File: src/rtl/instr_fetch_unit.sv
// ---------------------------------------------------------------------------
// instr_fetch_unit
// Fetch front end for a single-cycle core. It owns the fetch PC, issues one
// sequential word fetch at a time to instruction memory, buffers returned
// words with their PCs in a small circular prefetch queue, and presents the
// queue head downstream with a valid/ready handshake. A redirect from the core
// reloads the fetch PC and flushes both the queue and any in-flight fetch.
//
// Ports:
//   clock               system clock, rising edge
//   rst                 asynchronous active-low reset
//   imem_req/imem_addr  fetch strobe and word-aligned address (no grant)
//   imem_rvalid/rdata   in-order response, at least one cycle after request
//   redirect_valid/pc   load a new fetch target this cycle
//   redirect_misaligned one-cycle pulse: last redirect target had pc[1:0]!=0
//   if_valid/instr/pc   queue head towards decode
//   if_ready            downstream consumes head when if_valid && if_ready
// ---------------------------------------------------------------------------
module instr_fetch_unit #(
  parameter logic [31:0] RESET_PC = 32'h0000_0000,
  parameter int unsigned QDEPTH   = 2
) (
  input  logic        clock,
  input  logic        rst,
  output logic        imem_req,
  output logic [31:0] imem_addr,
  input  logic        imem_rvalid,
  input  logic [31:0] imem_rdata,
  input  logic        redirect_valid,
  input  logic [31:0] redirect_pc,
  output logic        redirect_misaligned,
  output logic        if_valid,
  output logic [31:0] if_instr,
  output logic [31:0] if_pc,
  input  logic        if_ready
);

  localparam int unsigned PW = $clog2(QDEPTH);
  localparam int unsigned CW = PW + 1;
  localparam logic [CW-1:0] QDEPTH_C = CW'(QDEPTH);
  localparam logic [CW-1:0] CNT_ONE  = CW'(1'b1);
  localparam logic [CW-1:0] CNT_ZERO = CW'(1'b0);
  localparam logic [PW-1:0] PTR_ONE  = PW'(1'b1);
  localparam logic [PW-1:0] PTR_ZERO = PW'(1'b0);

  typedef enum logic [1:0] {
    ST_ISSUE = 2'd0,
    ST_WAIT  = 2'd1,
    ST_DROP  = 2'd2
  } state_e;

  state_e        state_q, state_d;
  logic          run_q, run_d;          // holds off the first fetch until one cycle after reset release
  logic [31:0]   fetch_pc_q, fetch_pc_d;
  logic [31:0]   pend_pc_q, pend_pc_d;  // address of the outstanding fetch
  logic [PW-1:0] rd_ptr_q, rd_ptr_d;
  logic [PW-1:0] wr_ptr_q, wr_ptr_d;
  logic [CW-1:0] count_q, count_d;
  logic [31:0]   instr_mem_q [QDEPTH];
  logic [31:0]   instr_mem_d [QDEPTH];
  logic [31:0]   pc_mem_q    [QDEPTH];
  logic [31:0]   pc_mem_d    [QDEPTH];
  logic [31:0]   head_instr_q, head_instr_d;
  logic [31:0]   head_pc_q, head_pc_d;
  logic          mis_q, mis_d;
  logic          push_s;
  logic          pop_s;

  assign imem_addr           = fetch_pc_q;
  assign if_valid            = (count_q != CNT_ZERO);
  assign if_instr            = head_instr_q;
  assign if_pc               = head_pc_q;
  assign redirect_misaligned = mis_q;

  // Fetch FSM, prefetch queue bookkeeping and redirect handling.
  always_comb begin
    state_d      = state_q;
    run_d        = 1'b1;
    fetch_pc_d   = fetch_pc_q;
    pend_pc_d    = pend_pc_q;
    rd_ptr_d     = rd_ptr_q;
    wr_ptr_d     = wr_ptr_q;
    count_d      = count_q;
    instr_mem_d  = instr_mem_q;
    pc_mem_d     = pc_mem_q;
    head_instr_d = head_instr_q;
    head_pc_d    = head_pc_q;
    mis_d        = 1'b0;
    imem_req     = 1'b0;
    push_s       = 1'b0;
    pop_s        = 1'b0;

    case (state_q)
      ST_ISSUE: begin
        // Registered count only: a slot freed by this cycle's pop is usable next cycle.
        if (run_q && !redirect_valid && (count_q < QDEPTH_C)) begin
          imem_req   = 1'b1;
          pend_pc_d  = fetch_pc_q;
          fetch_pc_d = fetch_pc_q + 32'd4;
          state_d    = ST_WAIT;
        end else begin
          state_d = ST_ISSUE;
        end
      end
      ST_WAIT: begin
        if (imem_rvalid) begin
          // A concurrent redirect still retires the fetch, but its data is discarded.
          push_s  = !redirect_valid;
          state_d = ST_ISSUE;
        end else if (redirect_valid) begin
          state_d = ST_DROP;
        end else begin
          state_d = ST_WAIT;
        end
      end
      ST_DROP: begin
        if (imem_rvalid) begin
          state_d = ST_ISSUE;
        end else begin
          state_d = ST_DROP;
        end
      end
      default: begin
        state_d = ST_ISSUE;
      end
    endcase

    pop_s = (count_q != CNT_ZERO) && if_ready && !redirect_valid;

    if (redirect_valid) begin
      fetch_pc_d = {redirect_pc[31:2], 2'b00};
      mis_d      = (redirect_pc[1:0] != 2'b00);
      rd_ptr_d   = PTR_ZERO;
      wr_ptr_d   = PTR_ZERO;
      count_d    = CNT_ZERO;
    end else begin
      if (push_s) begin
        instr_mem_d[wr_ptr_q] = imem_rdata;
        pc_mem_d[wr_ptr_q]    = pend_pc_q;
        wr_ptr_d              = wr_ptr_q + PTR_ONE;
      end else begin
        wr_ptr_d = wr_ptr_q;
      end
      if (pop_s) begin
        rd_ptr_d = rd_ptr_q + PTR_ONE;
      end else begin
        rd_ptr_d = rd_ptr_q;
      end
      if (push_s && !pop_s) begin
        count_d = count_q + CNT_ONE;
      end else if (pop_s && !push_s) begin
        count_d = count_q - CNT_ONE;
      end else begin
        count_d = count_q;
      end
    end

    // Head registers track the next head (including a word written this cycle);
    // when the queue drains they keep their last value.
    if (count_d != CNT_ZERO) begin
      head_instr_d = instr_mem_d[rd_ptr_d];
      head_pc_d    = pc_mem_d[rd_ptr_d];
    end else begin
      head_instr_d = head_instr_q;
      head_pc_d    = head_pc_q;
    end
  end

  // State register with asynchronous reset.
  always_ff @(posedge clock or negedge rst) begin
    if (!rst) begin
      state_q      <= ST_ISSUE;
      run_q        <= 1'b0;
      fetch_pc_q   <= RESET_PC;
      pend_pc_q    <= 32'h0000_0000;
      rd_ptr_q     <= PTR_ZERO;
      wr_ptr_q     <= PTR_ZERO;
      count_q      <= CNT_ZERO;
      instr_mem_q  <= '{default: 32'h0000_0000};
      pc_mem_q     <= '{default: 32'h0000_0000};
      head_instr_q <= 32'h0000_0000;
      head_pc_q    <= 32'h0000_0000;
      mis_q        <= 1'b0;
    end else begin
      state_q      <= state_d;
      run_q        <= run_d;
      fetch_pc_q   <= fetch_pc_d;
      pend_pc_q    <= pend_pc_d;
      rd_ptr_q     <= rd_ptr_d;
      wr_ptr_q     <= wr_ptr_d;
      count_q      <= count_d;
      instr_mem_q  <= instr_mem_d;
      pc_mem_q     <= pc_mem_d;
      head_instr_q <= head_instr_d;
      head_pc_q    <= head_pc_d;
      mis_q        <= mis_d;
    end
  end

endmodule

File: config.mk
export PLATFORM = sky130hd
export DESIGN_NAME = instr_fetch_unit
export DESIGN_NICKNAME = d
export VERILOG_FILES = /design/src/rtl/instr_fetch_unit.sv
export SDC_FILE = /design/constraint.sdc
export NUM_CORES = 1
export LEC_CHECK = 0
export CAP_MARGIN = 10
export CORE_UTILIZATION = 45
export DETAILED_ROUTE_END_ITERATION = 10
export GPL_TIMING_DRIVEN = 1
export PLACE_DENSITY = 0.69
export SETUP_SLACK_MARGIN = 0.02
export SLEW_MARGIN = 15
export SYNTH_ARGS = -nofsm -noshare
export SYNTH_HDL_FRONTEND = slang
export SYNTH_SLANG_ARGS = --single-unit
export TNS_END_PERCENT = 5
File: constraint.sdc
create_clock -name clock -period 5.5 [get_ports clock]
set_input_delay 1.65 -clock clock [delete_from_list [all_inputs] [get_ports clock]]
set_output_delay 1.65 -clock clock [all_outputs]
set_load 0.03 [all_outputs]
# After elaboration in Yosys (flattened, before gate mapping)
# Cells that the tools add are included.
# totals
mem_bits_ro,0
inputBits,69
latchBits,0
ramBits,0
memories,0
ff_bits,264
# op_classes
n_addsub,5
mux,34
multipliers,0
magnitude_cmp,4
reduce_logical,19
bitwise_logic,2
shifts,0
eq_ne,2
n_div,0
# ops
operator,count
$mux W32,10
$mux W64,4
$bwmux W64,2
$add A32 B3 Y32 const B,1
$demux W32 S1,1
$mux W2,6
$reduce_bool A2 Y1,6
$mux W1,10
$logic_and A1 B1 Y1,7
$pmux W2 S3,1
$ge A2 B2 Y1 const B,2
$not A1 Y2,2
$reduce_and A2 Y1,2
$logic_not A1 Y1,3
$add A1 B1 Y1 const B,2
$add A2 B1 Y2 const B,1
$eq A2 B1 Y1 const B,1
$eq A2 B2 Y1 const B,1
$logic_not A2 Y1,1
$lt A2 B1 Y1 const B,1
$lt A2 B2 Y1 const B,1
$sub A2 B1 Y2 const B,1

# Longest topological paths before layout
# Gate-level depths: netlist of run 1.
# logic_depth
depth_word,11
depth_mapped,11
ltp_nobuf,7

# Worst setup path after synthesis of run 1
# No wires, ideal clock.
# synth_timing
kind,input to output
start,in redirect_valid
end,out imem_req
required_time_ns,3.850
path_stages,3
n_path_buf,2
arrival_time_ns,2.417
setup_slack_ns,1.433
cell_sequence,clkbuf_1 > nor2_1 > buf_2
# synth_between
elab_chain_len,5
# synth_lines
item,line_no,text
"start, declared",29,"input logic redirect_valid,"
$logic_not A1 Y1,96,if (run_q && !redirect_valid && (count_q < QDEPTH_C)) begin
$logic_and A1 B1 Y1 (2 in series),96,
$mux W1,96,
$mux W1,93,case (state_q)
"end, declared",25,"output logic imem_req,"
# Every way passes these cells.

# Final worst setup path of run 1
# Same ends and word-level chain as after synthesis.

==> flow_metrics.env, run 1 <==
export IMPL_run_status="finished clean"
export IMPL_max_slew_vio_count=0
export IMPL_synth_cell_area_um2=10900
export IMPL_wirelength_um=23300
export IMPL_finalWorstPathRequiredPeriod_ns=4.30
export IMPL_timing_final_setup_violations=0
export IMPL_floorplan_core_area_um2=23600
export IMPL_nets=1088
export IMPL_timing_rr_start="count_q[1]$_DFF_PN0_"
export IMPL_yosys_area_share_xor_xnor_pct=2.50
export IMPL_num_rows=56
export IMPL_holdPathEnd="if_instr[12]$_DFFE_PN0P_"
export IMPL_cts_path_max_buffers=3
export IMPL_detailedRoute_firstPassIterationCount=4
export IMPL_power_switching_share_pct=33.4
export IMPL_hpwlAfterDp_um=14600
export IMPL_cts_resized_gates=0
export IMPL_synth_seq_area_share_pct=59.8
export IMPL_synth_cells=859
export IMPL_fmax_mhz=233
export IMPL_hold_path_startpoint="if_instr[12]$_DFFE_PN0P_"
export IMPL_ctsRootBufferMaster="sky130_fd_sc_hd__clkbuf_16"
export IMPL_floorplan_die_width_um=157
export IMPL_worst_r2r_setup_slack_ns=2.92
export IMPL_worst_setup_hold_path_clk_slew_ns=0.06
export IMPL_gr_total_overflow=0
export IMPL_ctsHoldBuffers=0
export IMPL_crit_required_ns=3.85
export IMPL_power_static_leakage_uw=0.00595
export IMPL_period_share_pct=78.1
export IMPL_synthAdderAreaFrac_pct=0.230
export IMPL_num_vias=6919
export IMPL_drc_errors_left=0
export IMPL_setup_skew_ns=0.00992
export IMPL_synth_top_area_share_pct=59.8
export IMPL_die_height_um=157
export IMPL_design_die_area_um2=24800
export IMPL_cts_inserted_buffers=28
export IMPL_grt_pass1_vias=7155
export IMPL_viasPerCell=5.10
export IMPL_hold_violations=0
export IMPL_min_path_type="flip-flop to flip-flop"
export IMPL_max_vdd_ir_drop_mv=0.306
export IMPL_clock_sinks=260
export IMPL_slew_limit_headroom_pct=32.2
export IMPL_tritoncts="done"
export IMPL_mostFrequentLayoutCell="sky130_fd_sc_hd__dfrtp_1"
export IMPL_antenna_violating_nets_post_route=0
export IMPL_most_crowded_layer_after_global_routing="met2"
export IMPL_arrival_ns=2.65
export IMPL_grt_antenna_before_repair=1
export IMPL_portion_of_netlist_area_occupied_by_mux_cells_pct=22.0
export IMPL_setup_worst_path_class="primary input to primary output"
export IMPL_post_route_cells_drive_above_1_share_pct=21.2
export IMPL_capture_instance_of_the_worst_register_to_register_path="if_pc[28]$_DFFE_PN0P_"
export IMPL_layout_area_overhead_vs_synth_pct=25.9
export IMPL_synth_area_leaders="sky130_fd_sc_hd__dfrtp_1, sky130_fd_sc_hd__mux2_2, sky130_fd_sc_hd__mux2i_1"
export IMPL_met2_usage_pct=31.3
export IMPL_synth_compound_gate_area_share_pct=4.74
export IMPL_layout_cells_most_common_list="sky130_fd_sc_hd__dfrtp_1, sky130_fd_sc_hd__clkdlybuf4s50_1, sky130_fd_sc_hd__mux2_2"
export IMPL_htree_levels=1
export IMPL_io_buffer_count=165
export IMPL_synth_top_cell_by_area="sky130_fd_sc_hd__dfrtp_1"
export IMPL_hold_depth=2
export IMPL_timing_worst_slew_pin_value_ns=1.02
export IMPL_synth_top_family_by_area="multiplexers"
export IMPL_ys_warnings_count=0
export IMPL_end_kind="primary output"
export IMPL_largest_net_degree_at_the_start_of_global_routing=126
export IMPL_synth_seq_cells=260
export IMPL_fin_setup_tns_ns=0
export IMPL_post_drt_wl_per_cell_um=17.2
export IMPL_power_density_nw_per_um2=511
export IMPL_worst_path_max_fanout=2
export IMPL_total_switching_power_uw=2340
export IMPL_postSynthAreaPerCell_um2=12.7
export IMPL_utilization_pct=58.0
export IMPL_initial_core_util_pct=46.0
export IMPL_clock_power_share_pct=24.6
export IMPL_power_internal_uw=4650
export IMPL_wire_length_of_the_first_global_routing_pass_um=38200
export IMPL_setup_repair_after_global_routing_missed_its_margin="false"
export IMPL_part_of_the_total_power_dissipated_in_sequential_elements_pct=41.2
export IMPL_worst_reg_to_reg_path_cell_count=8
export IMPL_drv_max_cap_violation_count=0
export IMPL_initialDrtViolationCount=346
export IMPL_track_usage_pct=19.5
export IMPL_global_route_usage_met3_pct=3.77
export IMPL_synth_simple_gate_area_share_pct=8.18
export IMPL_unique_cell_type_count_in_the_yosys_netlist=38
export IMPL_relative_contribution_of_combinational_cells_to_total_power_pct=34.2
export IMPL_fillers=1998
export IMPL_clock_latency_ns=0.53
export IMPL_io_pin_count=168
export IMPL_groute_layer_met1_usage_pct=27.4
export IMPL_globalplace_congestion=0.778
export IMPL_cts_post_setup_buffers_inserted=0
export IMPL_critical_path_startpoint_type="primary input"
[stage by stage]
| stage | area, um2 | worst slack, ns | instances | total power, uW | hold slack [ns] |
|---|---|---|---|---|---|
| after floorplan | 10900 | 1.43 | 860 | 4450 | 0.449 |
| after global placement | 12800 | 1.20 | 1306 | 5260 | 0.460 |
| after detailed placement | 12800 | 1.20 | 1306 | 5340 | 0.469 |
| after CTS | 13700 | 1.20 | 1355 | 7090 | 0.482 |
| after global routing | 13700 | 1.17 | 1355 | 7430 | 0.492 |
| final | 13700 | 1.20 | 1356 | 6990 | 0.473 |
[routing by layer]
metal	wire length, um	share of wire (%)	vias to the layer above
met2	10600	46	176
li1	-	-	3294
met3	1270	5.4	33
met5	0	0	-
met1	10900	47	3416
met4	463	2.0	0
[registers in the layout (all words and copies together), names as in the netlist]
| signal | cells |
|---|---|
| if_pc | 32 |
| state_q | 2 |
| rd_ptr_q | 1 |
| if_instr | 32 |
| run_q | 1 |
| pc_mem_q | 64 |
| instr_mem_q | 64 |
| redirect_misaligned | 1 |
| count_q | 2 |
| imem_addr | 30 |
| wr_ptr_q | 1 |
| pend_pc_q | 30 |
[cell type report]
cell class / count / area (um2) / share of cell area (%)
antenna: 1 / 2.50 / 0.0183
clock buffer: 43 / 808 / 5.91
clock inverter: 6 / 33.8 / 0.247
inverter: 8 / 30.0 / 0.219
multi-input combinational: 542 / 4150 / 30.3
sequential: 260 / 6510 / 47.5
tap: 319 / 399 / 2.92
timing repair buffer: 177 / 1750 / 12.8
[worst max path at each step]
stage,startpoint,to,cells past startpoint
detailed placement,redirect_valid,imem_req,3
global route,state_q[1]$_DFF_PN0_,imem_req,3
floorplan,redirect_valid,imem_req,3
global placement,redirect_valid,imem_req,3
CTS,redirect_valid,imem_req,3
finish,redirect_valid,imem_req,3
[logic make-up after synthesis]
kind of cell / count (synthesis)
flops: 260
fa+ha+maj: 2
compound gates: 99
mux: 220
simple gates: 187
buf+inv: 58
xor+xnor: 31
other cells: 2
[power by group through the flow]
stage	Combinational (uW)	Sequential [uW]	Clock (uW)
after detailed placement	2420	2920	0
after floorplan	1220	3230	0
final	2390	2880	1720
after global placement	2370	2890	0
after CTS	2430	2890	1770
after global routing	2630	2960	1840
[Yosys cell counts (all sizes together)]
master  count
or3b        1
nor2b       3
nor4        5
nand3      14
and4        3
nand2     106
buf        31
nand4      10
inv         8
dfrtp     260
nor3        7
clkbuf     19
o31ai       2
xnor2      21
o21a        1
o21ai      91
xor2       10
a32oi       1
o211ai      2
nor2       21
and3        3
or4b        1
nand3b      4
mux2i      65
and2        6
ha          2
a21oi       2
nor4b       1
conb        2
and3b       1
mux2      155
or4         1
[critical path, cell delays in order]
cell and delay, ns:
sky130_fd_sc_hd__buf_2 0.14, sky130_fd_sc_hd__nor2_4 0.16, sky130_fd_sc_hd__clkdlybuf4s50_1 0.69
No activity file was read; power rests on OpenSTA's default activity.
==> inputs of run 2 (changes only) <==
Clock period 5.5 ns to 4 ns, I/O delays scaled along.
==> run 2 against run 1 <==
Against the previous run: total power rose by 40%; wire length is 2.2% higher; global-route usage increased by 0.20 points; utilization is 0.63 points higher; via count is 1.4% higher; sequential power rose by 38%.
==> flow_metrics.env, run 2 (synthesis results as in run 1) <==
export IMPL_relative_contribution_of_combinational_cells_to_total_power_pct=34.3
export IMPL_design_die_area_um2=24800
export IMPL_layout_cells_most_common_list="sky130_fd_sc_hd__dfrtp_1, sky130_fd_sc_hd__clkdlybuf4s50_1, sky130_fd_sc_hd__mux2_2"
export IMPL_tritoncts="done"
export IMPL_arrival_ns=2.03
export IMPL_cts_inserted_buffers=27
export IMPL_power_static_leakage_uw=0.00602
export IMPL_hold_violations=0
export IMPL_floorplan_die_width_um=157
export IMPL_run_status="finished clean"
export IMPL_fmax_mhz=309
export IMPL_nets=1091
export IMPL_total_power_uw=9760
export IMPL_worst_path_max_fanout=5
export IMPL_end_kind="primary output"
export IMPL_fillers=1954
export IMPL_cts_resized_gates=0
export IMPL_viasPerCell=5.17
export IMPL_clock_sinks=260
export IMPL_multi_input_combinational_cell_area_um2=4150
export IMPL_layout_area_overhead_vs_synth_pct=27.2
export IMPL_period_share_pct=80.8
export IMPL_total_switching_power_uw=3250
export IMPL_power_switching_share_pct=33.3
export IMPL_wire_length_of_the_first_global_routing_pass_um=38400
export IMPL_layout_area_seq_um2=6510
export IMPL_max_slew_vio_count=0
export IMPL_setup_repair_after_global_routing_missed_its_margin="false"
export IMPL_post_drt_wl_per_cell_um=17.5
export IMPL_min_path_type="flip-flop to flip-flop"
export IMPL_grt_antenna_before_repair=1
export IMPL_clock_power_share_pct=25.0
export IMPL_cpMaxStageDelayCell="sky130_fd_sc_hd__or4b_1"
export IMPL_power_internal_uw=6510
export IMPL_hpwlAfterDp_um=15400
export IMPL_finalWorstPathRequiredPeriod_ns=3.23
export IMPL_initialDrtViolationCount=310
export IMPL_slew_limit_headroom_pct=45.3
export IMPL_clock_latency_ns=0.53
export IMPL_timing_worst_slew_pin_value_ns=0.820
export IMPL_cts_post_setup_buffers_inserted=0
export IMPL_floorplan_core_area_um2=23600
export IMPL_power_density_nw_per_um2=705
export IMPL_htree_levels=1
export IMPL_critical_path_buf_inv_count=1
export IMPL_max_vdd_ir_drop_mv=0.349
export IMPL_cts_path_max_buffers=3
export IMPL_initial_core_util_pct=46.0
export IMPL_part_of_the_total_power_dissipated_in_sequential_elements_pct=40.7
export IMPL_critical_path_startpoint_type="flip-flop"
export IMPL_largestRegisters="instr_mem_q x64, pc_mem_q x64"
export IMPL_mostFrequentLayoutCell="sky130_fd_sc_hd__dfrtp_1"
export IMPL_ordered_cell_list_for_the_critical_path="or4b_1, nor2_4, buf_4"
export IMPL_io_pin_count=168
export IMPL_ctsRootBufferMaster="sky130_fd_sc_hd__clkbuf_16"
export IMPL_fin_setup_tns_ns=0
export IMPL_track_usage_pct=19.7
export IMPL_setup_worst_path_class="flip-flop to primary output"
export IMPL_num_vias=7019
export IMPL_num_rows=56
export IMPL_ctsHoldBuffers=0
export IMPL_drv_max_cap_violation_count=0
export IMPL_max_stage_delay_ns=0.73
export IMPL_largest_net_degree_at_the_start_of_global_routing=107
export IMPL_critical_path_top_delay_family="simple AND/OR/NAND/NOR gates"
export IMPL_globalplace_congestion=0.763
export IMPL_die_height_um=157
export IMPL_antenna_violating_nets_post_route=0
export IMPL_diodes=0
export IMPL_crit_required_ns=2.80
export IMPL_post_route_cells_drive_above_1_share_pct=22.1
export IMPL_worst_setup_hold_path_clk_slew_ns=0.06
export IMPL_timing_final_setup_violations=0
export IMPL_grt_pass1_vias=7285
export IMPL_gr_total_overflow=0
export IMPL_drc_errors_left=0
export IMPL_detailedRoute_firstPassIterationCount=4
export IMPL_wirelength_um=23800
export IMPL_setup_skew_ns=0.0150
export IMPL_io_buffer_count=165
[run 2: changes by cell type in the layout (fill, tap and decap cells not counted), sizes merged]
cell / change
diode: -1
bufinv: +1
clkinv: -1
buf: +5
clkbuf: -2
clkdlybuf4s50: -1
[run 2: area by class of cell]
class                           count  share of cell area (%)
Clock buffer                       41                    5.92
Clock inverter                      6                   0.425
Inverter                            8                   0.217
Multi-Input combinational cell    542                    30.0
Sequential cell                   260                    47.0
Tap cell                          319                    2.89
Timing Repair Buffer              181                    13.5
[run 2: metrics by stage]
step	hold slack, ns	instance area, um2	instances	setup slack, ns	utilization [%]
after floorplan	0.449	10900	860	0.833	-
after global routing	0.493	13800	1357	0.664	58.6
after global placement	0.460	13000	1310	0.563	54.9
final	0.474	13800	1357	0.769	58.6
after detailed placement	0.466	13000	1310	0.498	54.9
after CTS	0.479	13800	1357	0.724	58.6
[run 2: worst register-to-register path: stages (launching register included)]
cell,delay (ns)
sky130_fd_sc_hd__dfrtp_1,0.42
sky130_fd_sc_hd__or4b_1,0.74
sky130_fd_sc_hd__nor4_4,0.76
sky130_fd_sc_hd__nand3_1,0.21
sky130_fd_sc_hd__xnor2_1,0.17
sky130_fd_sc_hd__o21ai_0,0.18
[run 2: final timing paths]
path / from / endpoint / slack (ns) / cells past startpoint
max: state_q[1]$_DFF_PN0_ / imem_req / 0.77 / 3
min: pc_mem_q[33]$_DFF_PN0_ / pc_mem_q[33]$_DFF_PN0_ / 0.47 / 1
max reg2reg: state_q[1]$_DFF_PN0_ / imem_addr[23]$_DFFE_PN0P_ / 1.45 / 5
min reg2reg: pc_mem_q[33]$_DFF_PN0_ / pc_mem_q[33]$_DFF_PN0_ / 0.47 / 1
max in group asynchronous: rst / pc_mem_q[57]$_DFF_PN0_ / 2.46 / 2
min in group asynchronous: rst / instr_mem_q[15]$_DFF_PN0_ / 0.74 / 1
[run 2: layer usage]
metal,up-vias,share of wire (%),track usage (%)
met5,-,0,0
met4,0,1.5,3.98
met3,32,5.9,4.19
met2,178,47,32.2
met1,3507,46,27.2
li1,3302,-,-
[run 2: power groups by stage]
stage | registers, uW | logic [uW] | clock network (uW)
after floorplan | 4440 | 1680 | 0
final | 3970 | 3350 | 2440
after global placement | 3990 | 3310 | 0
after CTS | 3980 | 3400 | 2510
after detailed placement | 4020 | 3380 | 0
after global routing | 4080 | 3660 | 2620
